### src/rtl/ysyx_24090012_mem_arbiter_pkg.sv
`default_nettype none
// ============================================================================
// Module      : ysyx_24090012_mem_arbiter_pkg
// Description : Shared state encoding, owner IDs and AXI4 field constants
// Revision    : 1.0 - initial release
// ============================================================================
package ysyx_24090012_mem_arbiter_pkg;

    localparam logic [2:0] c_ST_IDLE    = 3'd0;
    localparam logic [2:0] c_ST_RD_ADDR = 3'd1;
    localparam logic [2:0] c_ST_RD_DATA = 3'd2;
    localparam logic [2:0] c_ST_WR_ADDR = 3'd3;
    localparam logic [2:0] c_ST_WR_DATA = 3'd4;
    localparam logic [2:0] c_ST_WR_RESP = 3'd5;

    typedef enum logic [2:0] {
        ST_IDLE    = c_ST_IDLE,
        ST_RD_ADDR = c_ST_RD_ADDR,
        ST_RD_DATA = c_ST_RD_DATA,
        ST_WR_ADDR = c_ST_WR_ADDR,
        ST_WR_DATA = c_ST_WR_DATA,
        ST_WR_RESP = c_ST_WR_RESP
    } arb_state_t;

    localparam logic c_OWNER_IFU = 1'b0;
    localparam logic c_OWNER_LSU = 1'b1;

    localparam logic [1:0] c_BURST_FIXED = 2'b00;
    localparam logic [1:0] c_BURST_INCR  = 2'b01;
    localparam logic [1:0] c_BURST_WRAP  = 2'b10;

    localparam logic [2:0] c_SIZE_BYTE = 3'b000;
    localparam logic [2:0] c_SIZE_HALF = 3'b001;
    localparam logic [2:0] c_SIZE_WORD = 3'b010;

    localparam logic [1:0] c_RESP_OKAY   = 2'b00;
    localparam logic [1:0] c_RESP_EXOKAY = 2'b01;
    localparam logic [1:0] c_RESP_SLVERR = 2'b10;
    localparam logic [1:0] c_RESP_DECERR = 2'b11;

endpackage
`default_nettype wire

### src/rtl/ysyx_24090012_rr_arb2.sv
`default_nettype none
// ============================================================================
// Module      : ysyx_24090012_rr_arb2
// Description : 2-way round-robin picker; bit 0 = IFU, bit 1 = LSU
// Revision    : 1.0 - initial release
// ============================================================================
module ysyx_24090012_rr_arb2
    import ysyx_24090012_mem_arbiter_pkg::*;
(
    input  logic [1:0] req,
    input  logic       last,
    output logic [1:0] grant
);

    // On a tie the requester that was not served last wins.
    always_comb begin
        grant = req;
        if (req == 2'b11) begin
            grant = (last == c_OWNER_LSU) ? 2'b01 : 2'b10;
        end
    end

endmodule
`default_nettype wire

### src/rtl/ysyx_24090012_mem_arbiter.sv
`default_nettype none
// ============================================================================
// Module      : ysyx_24090012_mem_arbiter
// Description : Whole-transaction AXI4 arbiter between IFU and LSU onto io_master
// Revision    : 1.0 - initial release
// ============================================================================
module ysyx_24090012_mem_arbiter
    import ysyx_24090012_mem_arbiter_pkg::*;
#(
    parameter int CNT_W = 32
) (
    input  logic             clock,
    input  logic             reset,
    input  logic             ifu_arvalid,
    output logic             ifu_arready,
    input  logic [31:0]      ifu_araddr,
    input  logic [3:0]       ifu_arid,
    input  logic [7:0]       ifu_arlen,
    input  logic [2:0]       ifu_arsize,
    input  logic [1:0]       ifu_arburst,
    output logic             ifu_rvalid,
    input  logic             ifu_rready,
    output logic [31:0]      ifu_rdata,
    output logic [3:0]       ifu_rid,
    output logic             ifu_rlast,
    output logic [1:0]       ifu_rresp,
    input  logic             lsu_arvalid,
    output logic             lsu_arready,
    input  logic [31:0]      lsu_araddr,
    input  logic [3:0]       lsu_arid,
    input  logic [7:0]       lsu_arlen,
    input  logic [2:0]       lsu_arsize,
    input  logic [1:0]       lsu_arburst,
    output logic             lsu_rvalid,
    input  logic             lsu_rready,
    output logic [31:0]      lsu_rdata,
    output logic [3:0]       lsu_rid,
    output logic             lsu_rlast,
    output logic [1:0]       lsu_rresp,
    input  logic             lsu_awvalid,
    output logic             lsu_awready,
    input  logic [31:0]      lsu_awaddr,
    input  logic [3:0]       lsu_awid,
    input  logic [7:0]       lsu_awlen,
    input  logic [2:0]       lsu_awsize,
    input  logic [1:0]       lsu_awburst,
    input  logic             lsu_wvalid,
    output logic             lsu_wready,
    input  logic [31:0]      lsu_wdata,
    input  logic [3:0]       lsu_wstrb,
    input  logic             lsu_wlast,
    output logic             lsu_bvalid,
    input  logic             lsu_bready,
    output logic [3:0]       lsu_bid,
    output logic [1:0]       lsu_bresp,
    output logic             io_master_arvalid,
    input  logic             io_master_arready,
    output logic [31:0]      io_master_araddr,
    output logic [3:0]       io_master_arid,
    output logic [7:0]       io_master_arlen,
    output logic [2:0]       io_master_arsize,
    output logic [1:0]       io_master_arburst,
    input  logic             io_master_rvalid,
    output logic             io_master_rready,
    input  logic [31:0]      io_master_rdata,
    input  logic [3:0]       io_master_rid,
    input  logic             io_master_rlast,
    input  logic [1:0]       io_master_rresp,
    output logic             io_master_awvalid,
    input  logic             io_master_awready,
    output logic [31:0]      io_master_awaddr,
    output logic [3:0]       io_master_awid,
    output logic [7:0]       io_master_awlen,
    output logic [2:0]       io_master_awsize,
    output logic [1:0]       io_master_awburst,
    output logic             io_master_wvalid,
    input  logic             io_master_wready,
    output logic [31:0]      io_master_wdata,
    output logic [3:0]       io_master_wstrb,
    output logic             io_master_wlast,
    input  logic             io_master_bvalid,
    output logic             io_master_bready,
    input  logic [3:0]       io_master_bid,
    input  logic [1:0]       io_master_bresp,
    output logic [CNT_W-1:0] ifu_grant_cnt,
    output logic [CNT_W-1:0] lsu_grant_cnt,
    output logic [CNT_W-1:0] conflict_cnt
);

    localparam logic [CNT_W-1:0] c_CNT_ONE = {{(CNT_W-1){1'b0}}, 1'b1};

    arb_state_t       r_state;
    arb_state_t       w_state_next;
    logic             r_owner;
    logic             r_last_owner;
    logic [CNT_W-1:0] r_ifu_grant_cnt;
    logic [CNT_W-1:0] r_lsu_grant_cnt;
    logic [CNT_W-1:0] r_conflict_cnt;

    logic       w_ifu_req;
    logic       w_lsu_req;
    logic [1:0] w_grant;
    logic       w_is_lsu;
    logic       w_conflict;
    logic       w_rd_done;
    logic       w_wr_done;

    assign w_ifu_req  = ifu_arvalid;
    assign w_lsu_req  = lsu_arvalid | lsu_awvalid;
    assign w_is_lsu   = (r_owner == c_OWNER_LSU);
    assign w_conflict = (r_state == ST_IDLE) && w_ifu_req && w_lsu_req;

    ysyx_24090012_rr_arb2 u_rr_arb2 (
        .req   ({w_lsu_req, w_ifu_req}),
        .last  (r_last_owner),
        .grant (w_grant)
    );

    // Payload fields are always muxed; only the valid/ready pairs are state-gated.
    assign io_master_araddr  = w_is_lsu ? lsu_araddr  : ifu_araddr;
    assign io_master_arid    = w_is_lsu ? lsu_arid    : ifu_arid;
    assign io_master_arlen   = w_is_lsu ? lsu_arlen   : ifu_arlen;
    assign io_master_arsize  = w_is_lsu ? lsu_arsize  : ifu_arsize;
    assign io_master_arburst = w_is_lsu ? lsu_arburst : ifu_arburst;

    assign io_master_awaddr  = lsu_awaddr;
    assign io_master_awid    = lsu_awid;
    assign io_master_awlen   = lsu_awlen;
    assign io_master_awsize  = lsu_awsize;
    assign io_master_awburst = lsu_awburst;
    assign io_master_wdata   = lsu_wdata;
    assign io_master_wstrb   = lsu_wstrb;
    assign io_master_wlast   = lsu_wlast;

    assign ifu_rdata = io_master_rdata;
    assign ifu_rid   = io_master_rid;
    assign ifu_rlast = io_master_rlast;
    assign ifu_rresp = io_master_rresp;
    assign lsu_rdata = io_master_rdata;
    assign lsu_rid   = io_master_rid;
    assign lsu_rlast = io_master_rlast;
    assign lsu_rresp = io_master_rresp;
    assign lsu_bid   = io_master_bid;
    assign lsu_bresp = io_master_bresp;

    always_ff @(posedge clock or posedge reset) begin
        if (reset) begin
            r_state <= ST_IDLE;
        end else begin
            r_state <= w_state_next;
        end
    end

    always_comb begin
        w_state_next      = r_state;
        w_rd_done         = 1'b0;
        w_wr_done         = 1'b0;
        io_master_arvalid = 1'b0;
        ifu_arready       = 1'b0;
        lsu_arready       = 1'b0;
        io_master_rready  = 1'b0;
        ifu_rvalid        = 1'b0;
        lsu_rvalid        = 1'b0;
        io_master_awvalid = 1'b0;
        lsu_awready       = 1'b0;
        io_master_wvalid  = 1'b0;
        lsu_wready        = 1'b0;
        io_master_bready  = 1'b0;
        lsu_bvalid        = 1'b0;
        case (r_state)
            ST_IDLE: begin
                if (w_grant != 2'b00) begin
                    w_state_next = (w_grant[1] && lsu_awvalid) ? ST_WR_ADDR : ST_RD_ADDR;
                end
            end
            ST_RD_ADDR: begin
                io_master_arvalid = w_is_lsu ? lsu_arvalid : ifu_arvalid;
                if (w_is_lsu) begin
                    lsu_arready = io_master_arready;
                end else begin
                    ifu_arready = io_master_arready;
                end
                if (io_master_arvalid && io_master_arready) begin
                    w_state_next = ST_RD_DATA;
                end
            end
            ST_RD_DATA: begin
                io_master_rready = w_is_lsu ? lsu_rready : ifu_rready;
                if (w_is_lsu) begin
                    lsu_rvalid = io_master_rvalid;
                end else begin
                    ifu_rvalid = io_master_rvalid;
                end
                if (io_master_rvalid && io_master_rready && io_master_rlast) begin
                    w_rd_done    = 1'b1;
                    w_state_next = ST_IDLE;
                end
            end
            ST_WR_ADDR: begin
                io_master_awvalid = lsu_awvalid;
                lsu_awready       = io_master_awready;
                if (lsu_awvalid && io_master_awready) begin
                    w_state_next = ST_WR_DATA;
                end
            end
            ST_WR_DATA: begin
                io_master_wvalid = lsu_wvalid;
                lsu_wready       = io_master_wready;
                if (lsu_wvalid && io_master_wready && lsu_wlast) begin
                    w_state_next = ST_WR_RESP;
                end
            end
            ST_WR_RESP: begin
                lsu_bvalid       = io_master_bvalid;
                io_master_bready = lsu_bready;
                if (io_master_bvalid && lsu_bready) begin
                    w_wr_done    = 1'b1;
                    w_state_next = ST_IDLE;
                end
            end
            default: begin
                w_state_next = ST_IDLE;
            end
        endcase
    end

    // Ownership and statistics; counters wrap freely.
    always_ff @(posedge clock or posedge reset) begin
        if (reset) begin
            r_owner         <= c_OWNER_IFU;
            r_last_owner    <= c_OWNER_LSU;
            r_ifu_grant_cnt <= '0;
            r_lsu_grant_cnt <= '0;
            r_conflict_cnt  <= '0;
        end else begin
            if ((r_state == ST_IDLE) && (w_grant != 2'b00)) begin
                r_owner <= w_grant[1];
            end
            if (w_rd_done) begin
                r_last_owner <= r_owner;
                if (w_is_lsu) begin
                    r_lsu_grant_cnt <= r_lsu_grant_cnt + c_CNT_ONE;
                end else begin
                    r_ifu_grant_cnt <= r_ifu_grant_cnt + c_CNT_ONE;
                end
            end
            if (w_wr_done) begin
                r_last_owner    <= c_OWNER_LSU;
                r_lsu_grant_cnt <= r_lsu_grant_cnt + c_CNT_ONE;
            end
            if (w_conflict) begin
                r_conflict_cnt <= r_conflict_cnt + c_CNT_ONE;
            end
        end
    end

    assign ifu_grant_cnt = r_ifu_grant_cnt;
    assign lsu_grant_cnt = r_lsu_grant_cnt;
    assign conflict_cnt  = r_conflict_cnt;

endmodule
`default_nettype wire
### config.mk
export PLATFORM = sky130hd
export DESIGN_NAME = ysyx_24090012_mem_arbiter
export DESIGN_NICKNAME = d
export VERILOG_FILES = /design/src/rtl/ysyx_24090012_mem_arbiter_pkg.sv /design/src/rtl/ysyx_24090012_rr_arb2.sv /design/src/rtl/ysyx_24090012_mem_arbiter.sv
export SDC_FILE = /design/constraint.sdc
export NUM_CORES = 1
export LEC_CHECK = 0
export CORE_AREA = 3 3 218 220
export DETAILED_ROUTE_END_ITERATION = 10
export DIE_AREA = 0 0 221 223
export GPL_ROUTABILITY_DRIVEN = 0
export MAX_ROUTING_LAYER = met4
export PLACE_DENSITY_LB_ADDON = 0.08
export SLEW_MARGIN = 20
export SYNTH_ARGS = -nofsm -noshare
export SYNTH_HDL_FRONTEND = slang
export SYNTH_SLANG_ARGS = --single-unit
### constraint.sdc
create_clock -name clock -period 3.9 [get_ports clock]
set_input_delay 0.78 -clock clock [delete_from_list [all_inputs] [get_ports clock]]
set_output_delay 0.78 -clock clock [all_outputs]
set_load 0.005 [all_outputs]
Yosys cells after proc, flatten, opt, wreduce, memory -nomap -nowiden

Index checks and enable logic that the tools add are counted.

Add/subtract/negate cells: 3
Equal/unequal tests: 12
Mux-type cells: 42
Bitwise operators: 2
Reductions and logical operators: 18

Operator list:

| kind                  | number |
|---|---|
| $mux 32               | 4 |
| $add 32x1->32 const B | 3 |
| $mux 1                | 24 |
| $mux 3                | 7 |
| $pmux 3 s6            | 1 |
| $logic_and 1x1->1     | 11 |
| $ne 2x2->1 const B    | 5 |
| $mux 2                | 4 |
| $mux 8                | 1 |
| $eq 3x2->1 const B    | 2 |
| $eq 3x3->1 const B    | 2 |
| $reduce_and 6->1      | 1 |
| $reduce_bool 2->1     | 3 |
| $mux 4                | 1 |
| $reduce_and 2->1      | 2 |
| $eq 3x1->1 const B    | 1 |
| $logic_not 3->1       | 1 |
| $eq 2x2->1 const B    | 1 |
| $ne 2x1->1 const B    | 1 |
| $not 1->1             | 1 |
| $or 1x1->1            | 1 |

Register bits: 101
Bits of input ports: 243
Output and inout bits: 327
Logic and storage cells: 83

Depth between registers and ports, before layout

Gate-level depths: netlist (run 1).

Depth after elaboration: 7
Gate-level depth with buffers: 7

Modules after synthesis

From an unflattened synthesis (run 1), not the netlist that was laid out.

Cells, all modules: 664
Area total of the unflattened synthesis: 6,615.1 sq um

By module, submodules not included:

| module                    | times used | cells each | area each (sq um) |
|---|---|---|---|
| ysyx_24090012_mem_arbiter | 1          | 661        | 6,596.3 |
| ysyx_24090012_rr_arb2     | 1          | 3          | 18.8 |

Worst setup path after synthesis (run 1)

Ideal clock, no wire load.

Path type: register -> output
From: register r_owner
To: output io_master_araddr[0]
Data arrival time: 1.417 ns
Data required time: 3.120 ns
Path slack: 1.703 ns
Stages on the path, launching flop included: 4
Buffers on the path: 2
Cells stage by stage: dfrtp_1 > clkbuf_1 > clkbuf_1 > mux2_2

Cells in the longest elaborated chain, start to end: 1

RTL lines:

| element                | line                             | text |
|---|---|---|
| start, declared        | ysyx_24090012_mem_arbiter.sv:94  | `logic r_owner;` |
| start signal, assigned | ysyx_24090012_mem_arbiter.sv:230 | `r_owner <= c_OWNER_IFU;` |
| start signal, assigned | ysyx_24090012_mem_arbiter.sv:237 | `r_owner <= w_grant[1];` |
| $mux 32                | ysyx_24090012_mem_arbiter.sv:120 | `assign io_master_araddr = w_is_lsu ? lsu_araddr : ifu_araddr;` |
| end, declared          | ysyx_24090012_mem_arbiter.sv:58  | `output logic [31:0] io_master_araddr,` |

Every way passes these cells.

Worst setup path in the final report (run 1)

From: register r_owner
To: output io_master_arvalid

Cells in the longest elaborated chain, start to end: 2

RTL lines:

| element       | line                             | text |
|---|---|---|
| $mux 1        | ysyx_24090012_mem_arbiter.sv:177 | `io_master_arvalid = w_is_lsu ? lsu_arvalid : ifu_arvalid;` |
| $mux 1        | ysyx_24090012_mem_arbiter.sv:170 | `case (r_state)` |
| end, declared | ysyx_24090012_mem_arbiter.sv:56  | `output logic io_master_arvalid,` |

Every way passes these cells.

==> metrics.txt, run 1 <==
# TYPE chip_impl_metric gauge
chip_impl_metric{name="yosys-mux-area-fraction",unit=""} 0.0887
chip_impl_info{name="whs_endpoint",value="lsu_grant_cnt[31]"} 1
chip_impl_metric{name="detailedPlacementHpwl",unit="µm"} 23900
chip_impl_metric{name="grt_usage",unit=""} 0.117
chip_impl_metric{name="clock_latency",unit="ns"} 0.38
chip_impl_metric{name="cts_buffer_depth",unit=""} 2
chip_impl_metric{name="die_w",unit="µm"} 221
chip_impl_info{name="critPathLaunchType",value="register"} 1
chip_impl_metric{name="cts_hold_buf",unit=""} 0
chip_impl_metric{name="avgViaCountPerCell",unit=""} 3.65
chip_impl_metric{name="insertedDiodeCount",unit=""} 0
chip_impl_metric{name="cp_max_fo",unit=""} 34
chip_impl_metric{name="buffers_added_on_ports",unit=""} 273
chip_impl_metric{name="finClkSkew",unit="ns"} 0.0164
chip_impl_metric{name="synthesis.nets",unit=""} 905
chip_impl_metric{name="clkTransAtPathRegs",unit="ns"} 0.08
chip_impl_metric{name="antenna_violations_before_repair",unit=""} 2
chip_impl_info{name="rsz0062_at_grt",value="no"} 1
chip_impl_metric{name="floorplan.core_area",unit="mm²"} 0.0455
chip_impl_metric{name="fmax",unit="MHz"} 305
chip_impl_metric{name="synthesis.area",unit="mm²"} 0.00659
chip_impl_metric{name="synth-seq-cells",unit=""} 101
chip_impl_metric{name="synth-simple-area-share",unit=""} 0.175
chip_impl_metric{name="max_cap_violations",unit=""} 0
chip_impl_info{name="critical_path_class",value="reg -> out"} 1
chip_impl_metric{name="route.antenna.remaining_nets",unit=""} 0
chip_impl_metric{name="sequentialPowerShare",unit=""} 0.371
chip_impl_metric{name="irDropWorstVdd",unit="µV"} 182
chip_impl_metric{name="area_delta_synth_final",unit="%"} 37.9
chip_impl_metric{name="reg2reg_slack",unit="ns"} 1.52
chip_impl_info{name="layout.cells.most_common_list",value="sky130_fd_sc_hd__clkdlybuf4s50_1 (273), sky130_fd_sc_hd__dfrtp_1 (99), sky130_fd_sc_hd__xnor2_1 (68), sky130_fd_sc_hd__nand2_1 (54), sky130_fd_sc_hd__mux2_2 (50)"} 1
chip_impl_metric{name="detail_route.drc_violations",unit=""} 0
chip_impl_metric{name="synth_xor_area_frac",unit=""} 0.124
chip_impl_info{name="cts_tree",value="built"} 1
chip_impl_info{name="critical_path.reg2reg.endpoint",value="lsu_grant_cnt[19]"} 1
chip_impl_metric{name="placed_area",unit="mm²"} 0.00880
chip_impl_metric{name="finalMaxSlewViolations",unit=""} 0
chip_impl_info{name="worst_r2r_startpoint",value="r_state[1]"} 1
chip_impl_metric{name="timing_worst_slew_pin_value",unit="ns"} 0.681
chip_impl_metric{name="finalWirelength",unit="µm"} 28700
chip_impl_metric{name="worst_r2r_path_depth",unit=""} 5
chip_impl_metric{name="total_switching_power",unit="mW"} 1.15
chip_impl_metric{name="grt_overflow",unit=""} 0
chip_impl_metric{name="post-route-period-util",unit=""} 0.841
chip_impl_metric{name="layout-drive-gt1-share",unit=""} 0.110
chip_impl_metric{name="synth_enable_flop_cells",unit=""} 0
chip_impl_metric{name="power.switching_fraction",unit=""} 0.327
chip_impl_metric{name="arrival",unit="ns"} 2.50
chip_impl_metric{name="wl_per_cell",unit="µm"} 21.0
chip_impl_metric{name="finalHoldViolCount",unit=""} 0
chip_impl_metric{name="yosys_warnings",unit=""} 0
chip_impl_metric{name="p_total",unit="mW"} 3.52
chip_impl_info{name="critical_path.endpoint_type",value="output pin"} 1
chip_impl_metric{name="cts.sink_count",unit=""} 101
chip_impl_metric{name="grt_first_pass_wirelength",unit="µm"} 40600
chip_impl_metric{name="firstDrtPassIters",unit=""} 5
chip_impl_metric{name="final_critical_period",unit="ns"} 3.28
chip_impl_info{name="dominantRegCellSynth",value="sky130_fd_sc_hd__dfrtp_1"} 1
chip_impl_metric{name="ioPinCount",unit=""} 570
chip_impl_metric{name="netlist-cell-type-count",unit=""} 48
chip_impl_info{name="hold_start",value="lsu_grant_cnt[31]"} 1
chip_impl_info{name="layout_commonest_cell",value="sky130_fd_sc_hd__clkdlybuf4s50_1"} 1
chip_impl_metric{name="final_design_area_no_fill",unit="mm²"} 0.00908
chip_impl_metric{name="data_required_time_of_the_worst_path",unit="ns"} 3.12
chip_impl_metric{name="combinationalPowerShare",unit=""} 0.371
chip_impl_metric{name="std_cell_rows",unit=""} 78
chip_impl_metric{name="post_synth_fa_ha_maj_area_fraction",unit=""} 0.00570
chip_impl_metric{name="die_area",unit="mm²"} 0.0493
chip_impl_metric{name="cts_setup_buffers",unit=""} 0
chip_impl_info{name="hold_class",value="reg -> reg"} 1
chip_impl_metric{name="die-height",unit="µm"} 223
chip_impl_metric{name="maximum_number_of_pins_on_one_net_before_global_route_repair",unit=""} 59
chip_impl_info{name="result_of_the_run",value="finished, final reports clean"} 1
chip_impl_metric{name="fin_tns_setup",unit="ns"} 0
chip_impl_metric{name="setup_viol",unit=""} 0
chip_impl_metric{name="hold_path_depth",unit=""} 1
chip_impl_metric{name="cts_repair_resizes",unit=""} 0
chip_impl_metric{name="starting_density_of_the_core",unit=""} 0.145
chip_impl_metric{name="via_count_of_the_first_global_routing_pass",unit=""} 5429
chip_impl_metric{name="synth-compound-area-share",unit=""} 0.0194
chip_impl_metric{name="maxSlewHeadroom",unit=""} 0.543
chip_impl_metric{name="drt-initial-drc-count",unit=""} 144
chip_impl_metric{name="cts_inserted_buffers",unit=""} 9
chip_impl_info{name="root_buffer",value="sky130_fd_sc_hd__clkbuf_16"} 1
chip_impl_metric{name="powerDensity",unit="mW/mm²"} 388
chip_impl_metric{name="power_report.internal_total",unit="mW"} 2.37
chip_impl_metric{name="number_of_nets_at_the_end_of_the_flow",unit=""} 1011
chip_impl_metric{name="cts-htree-levels",unit=""} 3
chip_impl_info{name="synth_top_family_by_area",value="buffers and inverters"} 1
chip_impl_metric{name="clock_power_share",unit=""} 0.258
chip_impl_metric{name="synthesis.instances",unit=""} 659
chip_impl_metric{name="synth.avg_cell_area",unit="µm²"} 9.99
chip_impl_metric{name="yosysSeqAreaShare",unit=""} 0.384
chip_impl_metric{name="p_leak",unit="nW"} 3.58
chip_impl_metric{name="detailroute.via_count",unit=""} 5005
chip_impl_metric{name="postSynth.asyncResetShare",unit=""} 1.00
[power groups by stage]
stage	Combinational, mW	Clock, mW	Sequential [mW]
after CTS	1.34	0.976	1.32
after detailed placement	1.33	0	1.34
after global routing	1.41	1.00	1.33
final	1.30	0.908	1.31
after global placement	1.35	0	1.34
after floorplan	0.759	0	1.21
[stage by stage]
| stage | setup slack, ns | cells | util | hold slack [ns] |
|---|---|---|---|---|
| after floorplan | 0.475 | 659 | - | 0.462 |
| after global placement | 0.572 | 1354 | 0.194 | 0.477 |
| after detailed placement | 0.573 | 1354 | 0.194 | 0.478 |
| after CTS | 0.422 | 1370 | 0.200 | 0.498 |
| after global routing | 0.399 | 1370 | 0.200 | 0.514 |
| final | 0.621 | 1370 | 0.200 | 0.491 |
[worst max-delay path, stage by stage (launching register included)]
cell	delay, ns
sky130_fd_sc_hd__dfrtp_2	0.76
sky130_fd_sc_hd__buf_12	0.30
sky130_fd_sc_hd__mux2i_1	0.10
sky130_fd_sc_hd__nor3_1	0.31
sky130_fd_sc_hd__clkdlybuf4s50_1	0.64
[metal layers]
| layer | routed length, µm | part of all wire | GRT usage |
|---|---|---|---|
| met5 | 0 | 0 | - |
| met4 | 502 | 0.017 | 0.0347 |
| met3 | 2770 | 0.096 | 0.0512 |
| met2 | 14400 | 0.50 | 0.196 |
| met1 | 11100 | 0.39 | 0.125 |
[cells by family after synthesis]
family,after synthesis
multiplexers,52
flip-flops,101
adder cells (fa/ha/maj),3
buffers and inverters,186
AO/OA/AOI/OAI,15
AND/OR/NAND/NOR,209
XOR/XNOR,93
[cell usage after synthesis (4+ instances only)]
cell	number	area share
sky130_fd_sc_hd__nand2_1	54	0.031
sky130_fd_sc_hd__and2_1	5	0.0047
sky130_fd_sc_hd__inv_1	4	0.0023
sky130_fd_sc_hd__nor3_1	16	0.012
sky130_fd_sc_hd__buf_4	170	0.19
sky130_fd_sc_hd__and4_1	10	0.013
sky130_fd_sc_hd__xor2_1	25	0.033
sky130_fd_sc_hd__nor2_1	20	0.011
sky130_fd_sc_hd__mux2_2	50	0.085
sky130_fd_sc_hd__xnor2_1	68	0.090
sky130_fd_sc_hd__and3_1	21	0.020
sky130_fd_sc_hd__nand4_1	20	0.019
sky130_fd_sc_hd__dfrtp_1	100	0.38
sky130_fd_sc_hd__nand3_1	38	0.029
sky130_fd_sc_hd__clkbuf_1	10	0.0057
[flip-flops by register name (all words and copies together), names as in the netlist]
name	flops
conflict_cnt	32
ifu_grant_cnt	32
lsu_grant_cnt	32
r_last_owner	1
r_owner	1
r_state	3
[layout make-up]
cell class	count	area [µm²]
repair buffers	277	2790
flip-flops and latches	101	2530
fillers	5044	36400
multi-input cells	372	2720
clock inverters	5	43.8
clock buffers	11	233
well taps	600	751
inverters	4	17.5
[worst max path at each step]
stage                     start                 to  slack, ns
CTS                     r_owner  io_master_arvalid       0.42
floorplan                 reset    conflict_cnt[0]       0.47
detailed placement  lsu_arvalid  io_master_arvalid       0.57
finish                  r_owner  io_master_arvalid       0.62
global route            r_owner  io_master_arvalid       0.40
global placement    lsu_arvalid  io_master_arvalid       0.57
No activity file was read; power rests on OpenSTA's default activity.
==> inputs of run 2 (changes only) <==
clock period = 3.4 ns   (was 3.9 ns; I/O delays follow)
==> run 2 against run 1 <==
  * Worst hold slack got worse by 0.0046 ns
  * Wire length rose by 1.0%
  * Register-to-register slack worse by 0.49 ns
  * Critical endpoint unchanged
  * First-iteration DRC count is 49% higher
==> metrics.txt, run 2 (synthesized netlist as in run 1, its figures left out) <==
# TYPE chip_impl_metric gauge
chip_impl_metric{name="placement.setup.worst_slack",unit="ns"} -0.102
chip_impl_info{name="cells_traversed_along_the_worst_timing_path",value="clkdlybuf4s50_1 > mux2i_1 > nor3_2 > clkdlybuf4s50_1"} 1
chip_impl_metric{name="arrival",unit="ns"} 2.36
chip_impl_info{name="root_buffer",value="sky130_fd_sc_hd__clkbuf_16"} 1
chip_impl_metric{name="die_w",unit="µm"} 221
chip_impl_metric{name="detailroute.via_count",unit=""} 5128
chip_impl_metric{name="finalMaxSlewViolations",unit=""} 0
chip_impl_metric{name="combinationalPowerShare",unit=""} 0.372
chip_impl_info{name="rsz0062_at_grt",value="no"} 1
chip_impl_metric{name="sequentialPowerShare",unit=""} 0.353
chip_impl_metric{name="cp_slowest_stage_delay",unit="ns"} 0.60
chip_impl_metric{name="power.switching_fraction",unit=""} 0.318
chip_impl_info{name="layout.cells.most_common_list",value="sky130_fd_sc_hd__clkdlybuf4s50_1 (273), sky130_fd_sc_hd__dfrtp_1 (99), sky130_fd_sc_hd__xnor2_1 (68), sky130_fd_sc_hd__nand2_1 (54), sky130_fd_sc_hd__mux2_2 (50)"} 1
chip_impl_info{name="cts_tree",value="built"} 1
chip_impl_metric{name="detail_route.drc_violations",unit=""} 0
chip_impl_metric{name="data_required_time_of_the_worst_path",unit="ns"} 2.72
chip_impl_info{name="critical_path_class",value="in -> out"} 1
chip_impl_info{name="critPathLaunchType",value="primary input"} 1
chip_impl_metric{name="std_cell_rows",unit=""} 78
chip_impl_metric{name="p_leak",unit="nW"} 3.65
chip_impl_metric{name="finalWirelength",unit="µm"} 29000
chip_impl_metric{name="wl_per_cell",unit="µm"} 21.0
chip_impl_metric{name="fin_tns_setup",unit="ns"} 0
chip_impl_metric{name="insertedDiodeCount",unit=""} 0
chip_impl_metric{name="drt-initial-drc-count",unit=""} 214
chip_impl_metric{name="ioPinCount",unit=""} 570
chip_impl_metric{name="fmax",unit="MHz"} 329
chip_impl_metric{name="floorplan.core_area",unit="mm²"} 0.0455
chip_impl_info{name="result_of_the_run",value="finished, final reports clean"} 1
chip_impl_metric{name="grt_overflow",unit=""} 0
chip_impl_metric{name="grt_usage",unit=""} 0.118
chip_impl_metric{name="finClkSkew",unit="ns"} 0.0134
chip_impl_metric{name="cts_inserted_buffers",unit=""} 9
chip_impl_info{name="critical_path.most_common_cell",value="sky130_fd_sc_hd__clkdlybuf4s50_1"} 1
chip_impl_metric{name="number_of_nets_at_the_end_of_the_flow",unit=""} 1021
chip_impl_metric{name="timing_worst_slew_pin_value",unit="ns"} 0.664
chip_impl_metric{name="max_cap_violations",unit=""} 0
chip_impl_metric{name="firstDrtPassIters",unit=""} 4
chip_impl_info{name="hold_class",value="reg -> reg"} 1
chip_impl_metric{name="cts-htree-levels",unit=""} 3
chip_impl_info{name="critical-path-slowest-cell",value="sky130_fd_sc_hd__clkdlybuf4s50_1"} 1
chip_impl_metric{name="worst_slack",unit="ns"} 0.357
chip_impl_metric{name="placed_area",unit="mm²"} 0.00888
chip_impl_info{name="layout_commonest_cell",value="sky130_fd_sc_hd__clkdlybuf4s50_1"} 1
chip_impl_metric{name="powerDensity",unit="mW/mm²"} 455
chip_impl_metric{name="cp_max_fo",unit=""} 2
chip_impl_metric{name="die_area",unit="mm²"} 0.0493
chip_impl_metric{name="final_design_area_no_fill",unit="mm²"} 0.00920
chip_impl_metric{name="worst_r2r_path_depth",unit=""} 5
chip_impl_metric{name="stdcell_count",unit=""} 1380
chip_impl_metric{name="clkTransAtPathRegs",unit="ns"} 0.08
chip_impl_metric{name="maxSlewHeadroom",unit=""} 0.557
chip_impl_metric{name="cts.sink_count",unit=""} 101
chip_impl_metric{name="layout-drive-gt1-share",unit=""} 0.124
chip_impl_metric{name="setup_viol",unit=""} 0
chip_impl_metric{name="clock_power_share",unit=""} 0.275
chip_impl_metric{name="cts_buffer_depth",unit=""} 2
chip_impl_metric{name="avgViaCountPerCell",unit=""} 3.72
chip_impl_metric{name="final_critical_period",unit="ns"} 3.04
chip_impl_metric{name="grt_first_pass_wirelength",unit="µm"} 41200
chip_impl_metric{name="irDropWorstVdd",unit="µV"} 235
chip_impl_metric{name="power_report.internal_total",unit="mW"} 2.85
chip_impl_metric{name="via_count_of_the_first_global_routing_pass",unit=""} 5451
chip_impl_metric{name="antenna_violations_before_repair",unit=""} 2
chip_impl_metric{name="starting_density_of_the_core",unit=""} 0.145
chip_impl_metric{name="maximum_number_of_pins_on_one_net_before_global_route_repair",unit=""} 46
chip_impl_metric{name="clock_latency",unit="ns"} 0.38
chip_impl_metric{name="placedCellCount",unit=""} 1364
chip_impl_metric{name="area_delta_synth_final",unit="%"} 39.6
chip_impl_info{name="critical_path.endpoint_type",value="output pin"} 1
chip_impl_metric{name="cts_setup_buffers",unit=""} 0
chip_impl_metric{name="finalHoldViolCount",unit=""} 0
chip_impl_metric{name="detailedPlacementHpwl",unit="µm"} 24100
chip_impl_metric{name="route.antenna.remaining_nets",unit=""} 0
chip_impl_metric{name="buffers_added_on_ports",unit=""} 273
chip_impl_metric{name="fillers",unit=""} 5092
chip_impl_metric{name="post-route-period-util",unit=""} 0.895
chip_impl_metric{name="hold_path_depth",unit=""} 1
chip_impl_metric{name="postLayoutCoreUtil",unit=""} 0.202
chip_impl_metric{name="die-height",unit="µm"} 223
chip_impl_metric{name="total_switching_power",unit="mW"} 1.33
run 2: changes by cell type in the layout (fill, tap and decap cells not counted), sizes merged:
| cell | previous run | this run |
|---|---|---|
| buf | 4 | 14 |
| clkinvlp | 2 | 0 |
| bufinv | 0 | 1 |
| clkinv | 1 | 2 |
run 2: critical path, delay by kind of cell:
family                 cells  cell delay [ns]
buffers and inverters      2             1.18
and+or+nand+nor            1             0.37
muxes                      1             0.12
run 2: repair_timing:
item | 4_1_cts | 5_1_grt
resized for setup | 1 | 0
endpoints found under the setup margin | 1 | 0
hold buffers | 0 | 0
run 2: final timing paths:
path	start	end	slack, ns
setup reg to reg	r_owner	lsu_grant_cnt[26]	1.03
hold / removal	lsu_grant_cnt[31]	lsu_grant_cnt[31]	0.49
min in group asynchronous	reset	ifu_grant_cnt[8]	0.73
max in group asynchronous	reset	r_owner	1.97
hold reg to reg	lsu_grant_cnt[31]	lsu_grant_cnt[31]	0.49
setup / recovery	lsu_arvalid	io_master_arvalid	0.36
run 2: area by class of cell:
cell class                      instances  area, µm²  area share
Timing Repair Buffer                  287       2860       0.311
Clock buffer                           11        243      0.0264
Inverter                                4       17.5     0.00191
Tap cell                              600        751      0.0816
Clock inverter                          5       67.6     0.00735
Sequential cell                       101       2530       0.275
Multi-Input combinational cell        372       2720       0.296
run 2: through the flow:
step | total power [mW] | hold slack, ns
2_1_floorplan | 2.26 | 0.462
3_3_place_gp | 3.12 | 0.470
3_5_place_dp | 3.09 | 0.471
4_1_cts | 4.30 | 0.490
5_1_grt | 4.45 | 0.506
6_report | 4.18 | 0.486
run 2: power by group through the flow:
| stage | sequential (mW) | clock (mW) | combinational (mW) |
|---|---|---|---|
| finish | 1.48 | 1.15 | 1.55 |
| global route | 1.51 | 1.25 | 1.69 |
| CTS | 1.49 | 1.21 | 1.60 |
| detailed placement | 1.51 | 0 | 1.58 |
| global placement | 1.52 | 0 | 1.60 |
| floorplan | 1.39 | 0 | 0.870 |
run 2: routing by layer:
metal,up-vias,share of wire,routed length [µm],global-route usage
met3,24,0.10,3040,0.0551
li1,2303,-,-,-
met5,-,0,0,-
met4,0,0.014,416,0.0343
met1,2429,0.37,10800,0.122
met2,372,0.51,14800,0.202
